**src/rtl/hud_pkg.sv**
```systemverilog
// rtl/hud_pkg.sv - shared types and defaults for the HUD layer mux
//
// Purpose: configuration FSM state type and default colour constants used by
//          hud_layer_mux and its blink generator.
// Ports:   none (package).

package hud_pkg;

    typedef enum logic [0:0] {
        CFG_IDLE    = 1'b0,
        CFG_PENDING = 1'b1
    } cfg_state_e;

    localparam int         RGB_W_DEF       = 8;
    localparam logic [7:0] TRANSPARENT_DEF = 8'hFF;

endpackage

```
**src/rtl/hud_blink_gen.sv**
```systemverilog
// rtl/hud_blink_gen.sv - frame counter and blink phase generator
//
// Purpose: counts frame_tick pulses; every BLINK_FRAMES ticks the counter
//          wraps to 0 and blink_phase toggles. Phase starts at 1 (visible).
// Ports:
//   clk         in  system clock, rising edge
//   reset       in  synchronous, active-high
//   frame_tick  in  one-cycle pulse at the start of each frame
//   blink_phase out 1 = blinking layers are shown, 0 = hidden

import hud_pkg::*;

module hud_blink_gen #(
    parameter int BLINK_FRAMES = 30
) (
    input  logic clk,
    input  logic reset,
    input  logic frame_tick,
    output logic blink_phase
);

    localparam logic [7:0] LAST_COUNT = 8'(BLINK_FRAMES - 1);

    logic [7:0] count_q, count_d;
    logic       phase_q, phase_d;

    always_comb begin
        count_d = count_q;
        phase_d = phase_q;
        if (frame_tick) begin
            if (count_q == LAST_COUNT) begin
                count_d = 8'd0;
                phase_d = ~phase_q;
            end else begin
                count_d = count_q + 8'd1;
            end
        end
    end

    always_ff @(posedge clk) begin
        if (reset) begin
            count_q <= 8'd0;
            phase_q <= 1'b1;
        end else begin
            count_q <= count_d;
            phase_q <= phase_d;
        end
    end

    assign blink_phase = phase_q;

endmodule

```
**src/rtl/hud_layer_mux.sv**
```systemverilog
// rtl/hud_layer_mux.sv - prioritised HUD overlay layer selector
//
// Purpose: picks the lowest-index eligible overlay layer per pixel and
//          registers its colour; layer enable/blink masks are written through
//          a shadow register that only takes effect on a frame boundary.
// Ports:
//   clk, reset             system clock, synchronous active-high reset
//   pixel_valid            current cycle carries a pixel
//   frame_tick             start-of-frame pulse
//   layer_req / layer_rgb  per-layer draw request and colour
//   cfg_valid / cfg_ready  configuration write handshake
//   cfg_enable / cfg_blink requested enable and blink masks
//   rgb_out, draw_out, layer_idx, out_valid  registered selection result

import hud_pkg::*;

module hud_layer_mux #(
    parameter int                 NUM_LAYERS   = 8,
    parameter int                 RGB_W        = RGB_W_DEF,
    parameter logic [RGB_W-1:0]   TRANSPARENT  = TRANSPARENT_DEF,
    parameter int                 BLINK_FRAMES = 30,
    localparam int                IDX_W        = (NUM_LAYERS > 1) ? $clog2(NUM_LAYERS) : 1
) (
    input  logic                        clk,
    input  logic                        reset,
    input  logic                        pixel_valid,
    input  logic                        frame_tick,
    input  logic [NUM_LAYERS-1:0]       layer_req,
    input  logic [NUM_LAYERS*RGB_W-1:0] layer_rgb,
    input  logic                        cfg_valid,
    output logic                        cfg_ready,
    input  logic [NUM_LAYERS-1:0]       cfg_enable,
    input  logic [NUM_LAYERS-1:0]       cfg_blink,
    output logic [RGB_W-1:0]            rgb_out,
    output logic                        draw_out,
    output logic [IDX_W-1:0]            layer_idx,
    output logic                        out_valid
);

    cfg_state_e            state_q, state_d;
    logic [NUM_LAYERS-1:0] act_en_q, act_en_d;
    logic [NUM_LAYERS-1:0] act_bl_q, act_bl_d;
    logic [NUM_LAYERS-1:0] sh_en_q, sh_en_d;
    logic [NUM_LAYERS-1:0] sh_bl_q, sh_bl_d;
    logic [RGB_W-1:0]      rgb_q, rgb_d;
    logic                  draw_q, draw_d;
    logic [IDX_W-1:0]      idx_q, idx_d;
    logic                  valid_q, valid_d;

    logic                  blink_phase;
    logic [NUM_LAYERS-1:0] eligible;

    hud_blink_gen #(
        .BLINK_FRAMES(BLINK_FRAMES)
    ) u_blink (
        .clk        (clk),
        .reset      (reset),
        .frame_tick (frame_tick),
        .blink_phase(blink_phase)
    );

    always_comb begin
        eligible = '0;
        for (int i = 0; i < NUM_LAYERS; i++) begin
            eligible[i] = layer_req[i] && act_en_q[i]
                        && (layer_rgb[i*RGB_W +: RGB_W] != TRANSPARENT)
                        && (!act_bl_q[i] || blink_phase);
        end
    end

    // Walk from the lowest priority upwards so the lowest eligible index is
    // the last assignment and therefore wins.
    always_comb begin
        draw_d = 1'b0;
        idx_d  = '0;
        rgb_d  = '0;
        for (int i = NUM_LAYERS - 1; i >= 0; i--) begin
            if (eligible[i]) begin
                draw_d = 1'b1;
                idx_d  = IDX_W'(i);
                rgb_d  = layer_rgb[i*RGB_W +: RGB_W];
            end
        end
        valid_d = pixel_valid;
    end

    // A frame_tick in IDLE does nothing to the active masks, so a write that
    // lands on the same cycle as a tick waits for the next frame.
    always_comb begin
        state_d  = state_q;
        act_en_d = act_en_q;
        act_bl_d = act_bl_q;
        sh_en_d  = sh_en_q;
        sh_bl_d  = sh_bl_q;
        case (state_q)
            CFG_IDLE: begin
                if (cfg_valid) begin
                    sh_en_d = cfg_enable;
                    sh_bl_d = cfg_blink;
                    state_d = CFG_PENDING;
                end
            end
            CFG_PENDING: begin
                if (frame_tick) begin
                    act_en_d = sh_en_q;
                    act_bl_d = sh_bl_q;
                    state_d  = CFG_IDLE;
                end
            end
            default: state_d = CFG_IDLE;
        endcase
    end

    always_ff @(posedge clk) begin
        if (reset) begin
            state_q  <= CFG_IDLE;
            act_en_q <= '1;
            act_bl_q <= '0;
            sh_en_q  <= '1;
            sh_bl_q  <= '0;
            rgb_q    <= '0;
            draw_q   <= 1'b0;
            idx_q    <= '0;
            valid_q  <= 1'b0;
        end else begin
            state_q  <= state_d;
            act_en_q <= act_en_d;
            act_bl_q <= act_bl_d;
            sh_en_q  <= sh_en_d;
            sh_bl_q  <= sh_bl_d;
            rgb_q    <= rgb_d;
            draw_q   <= draw_d;
            idx_q    <= idx_d;
            valid_q  <= valid_d;
        end
    end

    assign cfg_ready = (state_q == CFG_IDLE);
    assign rgb_out   = rgb_q;
    assign draw_out  = draw_q;
    assign layer_idx = idx_q;
    assign out_valid = valid_q;

endmodule

```
**config.mk**
```make
export PLATFORM = sky130hd
export DESIGN_NAME = hud_layer_mux
export DESIGN_NICKNAME = d
export VERILOG_FILES = /design/src/rtl/hud_pkg.sv /design/src/rtl/hud_blink_gen.sv /design/src/rtl/hud_layer_mux.sv
export SDC_FILE = /design/constraint.sdc
export NUM_CORES = 1
export LEC_CHECK = 0
export ABC_AREA = 1
export CAP_MARGIN = 25
export CORE_UTILIZATION = 25
export CTS_CLUSTER_SIZE = 10
export DETAILED_ROUTE_END_ITERATION = 6
export PLACE_DENSITY_LB_ADDON = 0.1
export SYNTH_ARGS = -nofsm -noshare
export SYNTH_HDL_FRONTEND = slang
export SYNTH_HIERARCHICAL = 1
export SYNTH_SLANG_ARGS = --single-unit
```
**constraint.sdc**
```tcl
create_clock -name clk -period 1.28 [get_ports clk]
set_input_delay 0.256 -clock clk [delete_from_list [all_inputs] [get_ports clk]]
set_output_delay 0.256 -clock clk [all_outputs]
set_load 0.01 [all_outputs]
```
### Word level (Yosys, flattened, before mapping)

Index checks and enable logic that the tools add are counted.

| word-level totals | value |
|---|---|
| register bits after elaboration | 55 |
| input port bits | 93 |
| output and inout port bits | 14 |
| word-level logic and storage cells | 98 |

| cells by class | value |
|---|---|
| add/subtract/negate cells | 1 |
| equality and inequality tests | 9 |
| multiplexer cells | 27 |
| bitwise operators | 2 |
| reduce and logical (&&, ||, !) cells | 46 |

Operators by type and width:

| operator | count |
|---|---|
| $mux 8 | 9 |
| $ne 8x8->1 const B | 8 |
| $logic_and 1x1->1 | 24 |
| $mux 3 | 4 |
| $mux 1 | 11 |
| $add 8x1->8 const B | 1 |
| $eq 8x5->1 const B | 1 |
| $logic_not 1->1 | 8 |
| $logic_or 1x1->1 | 8 |
| $reduce_and 2->1 | 3 |
| $reduce_or 5->1 | 1 |
| $mux 2 | 2 |
| $reduce_or 3->1 | 1 |
| $not 1->1 | 2 |
| $pmux 1 s2 | 1 |
| $reduce_or 2->1 | 1 |

### Logic depth before layout (Yosys ltp)

| logic depth | value |
|---|---|
| depth after elaboration | 11 |
| depth in mapped cells | 13 |
| mapped depth without buffers | 13 |

### Modules after synthesis

The synthesis kept the hierarchy.

By module, submodules not included:

| module | instances | cells an instance | area each (um^2) | sequential area each (um^2) |
|---|---|---|---|---|
| hud_layer_mux | 1 | 410 | 2,580.0 | 920.9 |
| hud_blink_gen | 1 | 68 | 479.2 | 180.2 |

### Least setup slack after synthesis

Ideal clock, no wire load.

| timing path | value |
|---|---|
| path type | reg2reg |
| from | reg u_blink.phase_q (netlist: u_blink/blink_phase) |
| to | reg rgb_q[7] (netlist: rgb_out[7]) |
| library setup time | 117 ps |
| data arrival time | 1,236 ps |
| required time | 1,163 ps |
| setup slack | -74 ps |
| cell stages (with the launch flop) | 9 |
| buffers on the path | 0 |
| clock period less this slack | 1,354 ps |
| cells stage by stage | dfxtp_1 > inv_2 > a21oi_4 > nand2_4 > or2_0 > nand3_1 > nand2_1 > a21oi_1 > nor2_1 |

| between the ends | value |
|---|---|
| longest elaborated chain between the ends | 10 |
| elaborated cells on any way between the ends | 24 |
| those cells by class | mux: 8; reduce/logical: 16 |

Ends and longest elaborated chain:

| what | line | RTL |
|---|---|---|
| from (decl) | hud_blink_gen.sv:25 | `logic phase_q, phase_d;` |
| from (signal assigned) | hud_blink_gen.sv:46 | `phase_q <= phase_d;` |
| $logic_or 1x1->1 | hud_layer_mux.sv:67 | `&& (!act_bl_q[i] \|\| blink_phase);` |
| $logic_and 1x1->1 | hud_layer_mux.sv:67 |  |
| $mux 8 (7 in a row) | hud_layer_mux.sv:78 | `if (eligible[i]) begin` |
| $mux 8 * | hud_layer_mux.sv:78 |  |
| to (signal assigned) | hud_layer_mux.sv:131 | `rgb_q <= rgb_d;` |
| to (decl) | hud_layer_mux.sv:45 | `logic [RGB_W-1:0] rgb_q, rgb_d;` |

Every way passes the cells marked *; elsewhere a longest branch is shown, timed or not.
A chain may end at the register's enable or synchronous reset.

### Worst setup path after layout

| timing path | value |
|---|---|
| from | reg u_blink.phase_q (netlist: u_blink/blink_phase) |
| to | reg rgb_q[0] (netlist: rgb_out[0]) |

Same word-level chain as after synthesis.

==> impl_metrics.csv <==
group,metric,value,unit
worst_hold_path,worstHoldStart,"layer_rgb[4]",
global_routing,overflow,0,
synthesis,synth_seq_area_share,0.360,
cells_and_area,drive_gt1_frac,0.251,
cells_and_area,area_growth,69.7,%
die,core_area,12000,um2
synthesis,postSynthAreaPerCell,6.40,um2
cts,cts.sinks,55,
power_and_ir_drop,vdd_drop_max,483,uV
status,status,"complete, but fails checks",
timing,tightest_slew,0.241,ns
cts,clkSlewWorstSetupHoldPaths,0.08,ns
placed_design,portBuffers,106,
synthesis,ys_warn_count,6,
die,start_util,0.256,
cts,htreeDepth,2,
routing,vias,3497,
critical_path,regToRegEndpoint,"rgb_out[0]",
routing,routed_wl,9650,um
routing,ant_nets,0,
cts,ctsLongestPathBuffers,2,
critical_path,worstPathMaxFanout,7,
routing,via_per_inst,4.41,
global_routing,grt_max_degree,34,
critical_path,worstSetupStartpoint,"u_blink/blink_phase",
power_and_ir_drop,p_leak,2.54,nW
status,violations,"setup timing",
cts,cts_root_buffer,"clkbuf_16",
critical_path,crit_path_end_kind,"flop",
die,core.rowCount,40,
die,die_y,113,um
synthesis,ys_ff_latch,55,
worst_hold_path,whs_endpoint,"rgb_out[4]",
timing,tns,-1.25,ns
synthesis,netlist_area,3060,um2
critical_path,path_class,"flop to flop",
critical_path,rrSetupSlack,-0.19,ns
timing,fin_hold_ws,0.335,ns
critical_path,startpoint_type,"flop",
routing,dr.pass1.iters,4,
synthesis,synth_cell_types,34,
global_routing,use_met1,0.204,
timing,fin_worst_skew,0.00946,ns
timing,relSlewSlack,0.837,
global_routing,grt_busiest_layer,"met2",
placed_design,hpwl,7560,um
routing,wl_per_cell,12.2,um
critical_path,crit_required,1.47,ns
timing,finalWorstSetupSlack,-0.185,ns
die,dieArea,12700,um2
synthesis,syn-num-nets,573,
critical_path,cp.arrival,1.65,ns
timing,slew_violations,0,
global_routing,grt_pass1_vias,3384,
placed_design,gp_congestion,0.802,
cts,cts_tree,"built",
routing,drt_iter0_drc,136,
timing,period_share,1.14,
cts,clk_latency,0.29,ns
cells_and_area,num-nets-final,740,
die,num_io_pins,107,
global_routing,use_met2,0.270,
critical_path,r2r-start,"u_blink/blink_phase",
global_routing,grt_pass1_wl,16100,um
cts,hold_buffers,0,
flow_run,cap_violations,0,
cells_and_area,fin_area,5190,um2
worst_hold_path,holdPathStages,3,
timing,finalSetupViolCount,11,
die,die_w,113,um
power_and_ir_drop,p_per_area,924,nW/um2
global_routing,antenna_found_initial,0,
worst_hold_path,holdCritPathClass,"input port to flop",
timing,rsz0062_at_grt,"true",
timing,hold_violations,0,
critical_path,r2r_cells,12,
timing,fmax,0.683,GHz
global_routing,track_usage,0.158,
cts,cts_inserted_buffers,5,
synthesis,synthesis.instances,478,
routing,remaining_drc_errors,0,
timing,min_period,1.47,ns
cells_and_area,num_antenna_cells,0,
global_routing,globalRouteMet3Util,0.0335,
placed_design,postPlaceCellArea,4730,um2
[state kept, by name, indices dropped and copies added (netlist names)]
name / count
draw_out: 1
sh_en_q: 8
out_valid: 1
u_blink/count_q: 8
sh_bl_q: 8
state_q: 1
u_blink/blink_phase: 1
layer_idx: 3
act_bl_q: 8
act_en_q: 8
rgb_out: 8
[worst max-delay path, stage by stage, from the launching register on]
cell     delay [ns]
dfxtp_4        0.38
inv_8          0.05
a21oi_4        0.17
nand2_4        0.12
buf_12         0.15
nand3_2        0.05
nand2_1        0.06
nand2_1        0.07
nand2_1        0.06
nand2_1        0.07
nand2_1        0.06
nand2_1        0.09
a21oi_2        0.05
[cells by family (layout without fill, tap and decap cells)]
logic type / after synthesis / after routing / share of synthesized area
flops: 55 / 55 / 0.360
simple gates: 284 / 284 / 0.397
xor+xnor: 3 / 3 / 0.00859
fa+ha+maj: 2 / 2 / 0.00818
buf+inv: 62 / 229 / 0.0859
compound gates: 72 / 73 / 0.140
[timing repair]
action / in CTS / in global routing
gates cloned: 1 / 0
setup endpoints to repair: 26 / 29
pin swaps: 48 / 18
gates resized for setup: 147 / 19
setup buffers: 8 / 3
[through the flow]
step,power [W],util,worst slack (ns),std cells
2_1_floorplan,0.00246,-,-0.0489,478
3_3_place_gp,0.00317,0.396,-0.733,773
3_5_place_dp,0.00317,0.396,-0.696,773
4_1_cts,0.00484,0.428,-0.177,790
5_1_grt,0.00510,0.434,-0.275,793
6_report,0.00480,0.434,-0.185,793
[layout by cell type, fill, tap and decap left out, types with 11 or more instances in the layout]
cell type,count
nor2_1,53
nand2_2,19
nand3_1,27
nand3_2,11
inv_1,40
a21oi_2,11
o21ai_0,38
clkdlybuf4s50_1,22
nand2_1,142
buf_4,52
dlygate4sd2_1,80
dfxtp_1,49
[cell usage after synthesis]
cell type / n / area [um2]
nor4_2: 1 / 12.5
inv_4: 1 / 6.26
ha_1: 2 / 25.0
or2_1: 3 / 18.8
inv_1: 42 / 158
nor2_4: 2 / 22.5
nand2_2: 9 / 56.3
o21ai_0: 46 / 230
o21ai_1: 1 / 5.00
clkinv_1: 1 / 3.75
buf_6: 3 / 33.8
nand3_2: 1 / 10.0
buf_4: 1 / 7.51
nand4_1: 7 / 43.8
dfxtp_1: 55 / 1100
o2111ai_2: 1 / 15.0
buf_2: 1 / 5.00
inv_2: 5 / 18.8
xor2_1: 1 / 8.76
nor2_1: 60 / 225
a21oi_4: 2 / 32.5
nand2_1: 157 / 589
o21ai_2: 1 / 8.76
nor3_2: 1 / 10.0
nor3_1: 1 / 5.00
clkbuf_1: 8 / 30.0
a21oi_2: 8 / 70.1
or2_0: 1 / 6.26
a21oi_1: 11 / 55.1
nand2_4: 1 / 11.3
xnor2_1: 2 / 17.5
nor2_2: 3 / 18.8
a31oi_1: 2 / 12.5
nand3_1: 37 / 185
[final cells by class]
type                    count  area (um2)
fillers                  1270        6770
multi-input cells         362        1940
repair buffers            172        1580
flip-flops and latches     55        1110
inverters                  49         201
well taps                 147         184
clock buffers               6         139
clock inverters             2        35.0
[how the worst max path moves through the flow]
stage | slack [ns] | endpoint
2_1_floorplan | -0.05 | rgb_out[7]
3_3_place_gp | -0.73 | rgb_out[7]
3_5_place_dp | -0.70 | rgb_out[7]
4_1_cts | -0.18 | rgb_out[7]
5_1_grt | -0.27 | rgb_out[0]
6_report | -0.19 | rgb_out[0]
[routing by layer]
layer / routed length [um] / vias to the layer above / share of wire
met5: 0 / - / 0
met4: 55 / 0 / 0.0057
met3: 647 / 6 / 0.067
met2: 4450 / 98 / 0.46
met1: 4500 / 1536 / 0.47
li1: - / 1857 / -
[where the power goes]
| part | total (W) | switching (W) | internal [W] |
|---|---|---|---|
| Sequential | 0.00189 | 0.0000602 | 0.00183 |
| Combinational | 0.00130 | 0.000642 | 0.000662 |
| Clock | 0.00161 | 0.000632 | 0.000975 |
Note: power is estimated with default switching activity, not from simulation.
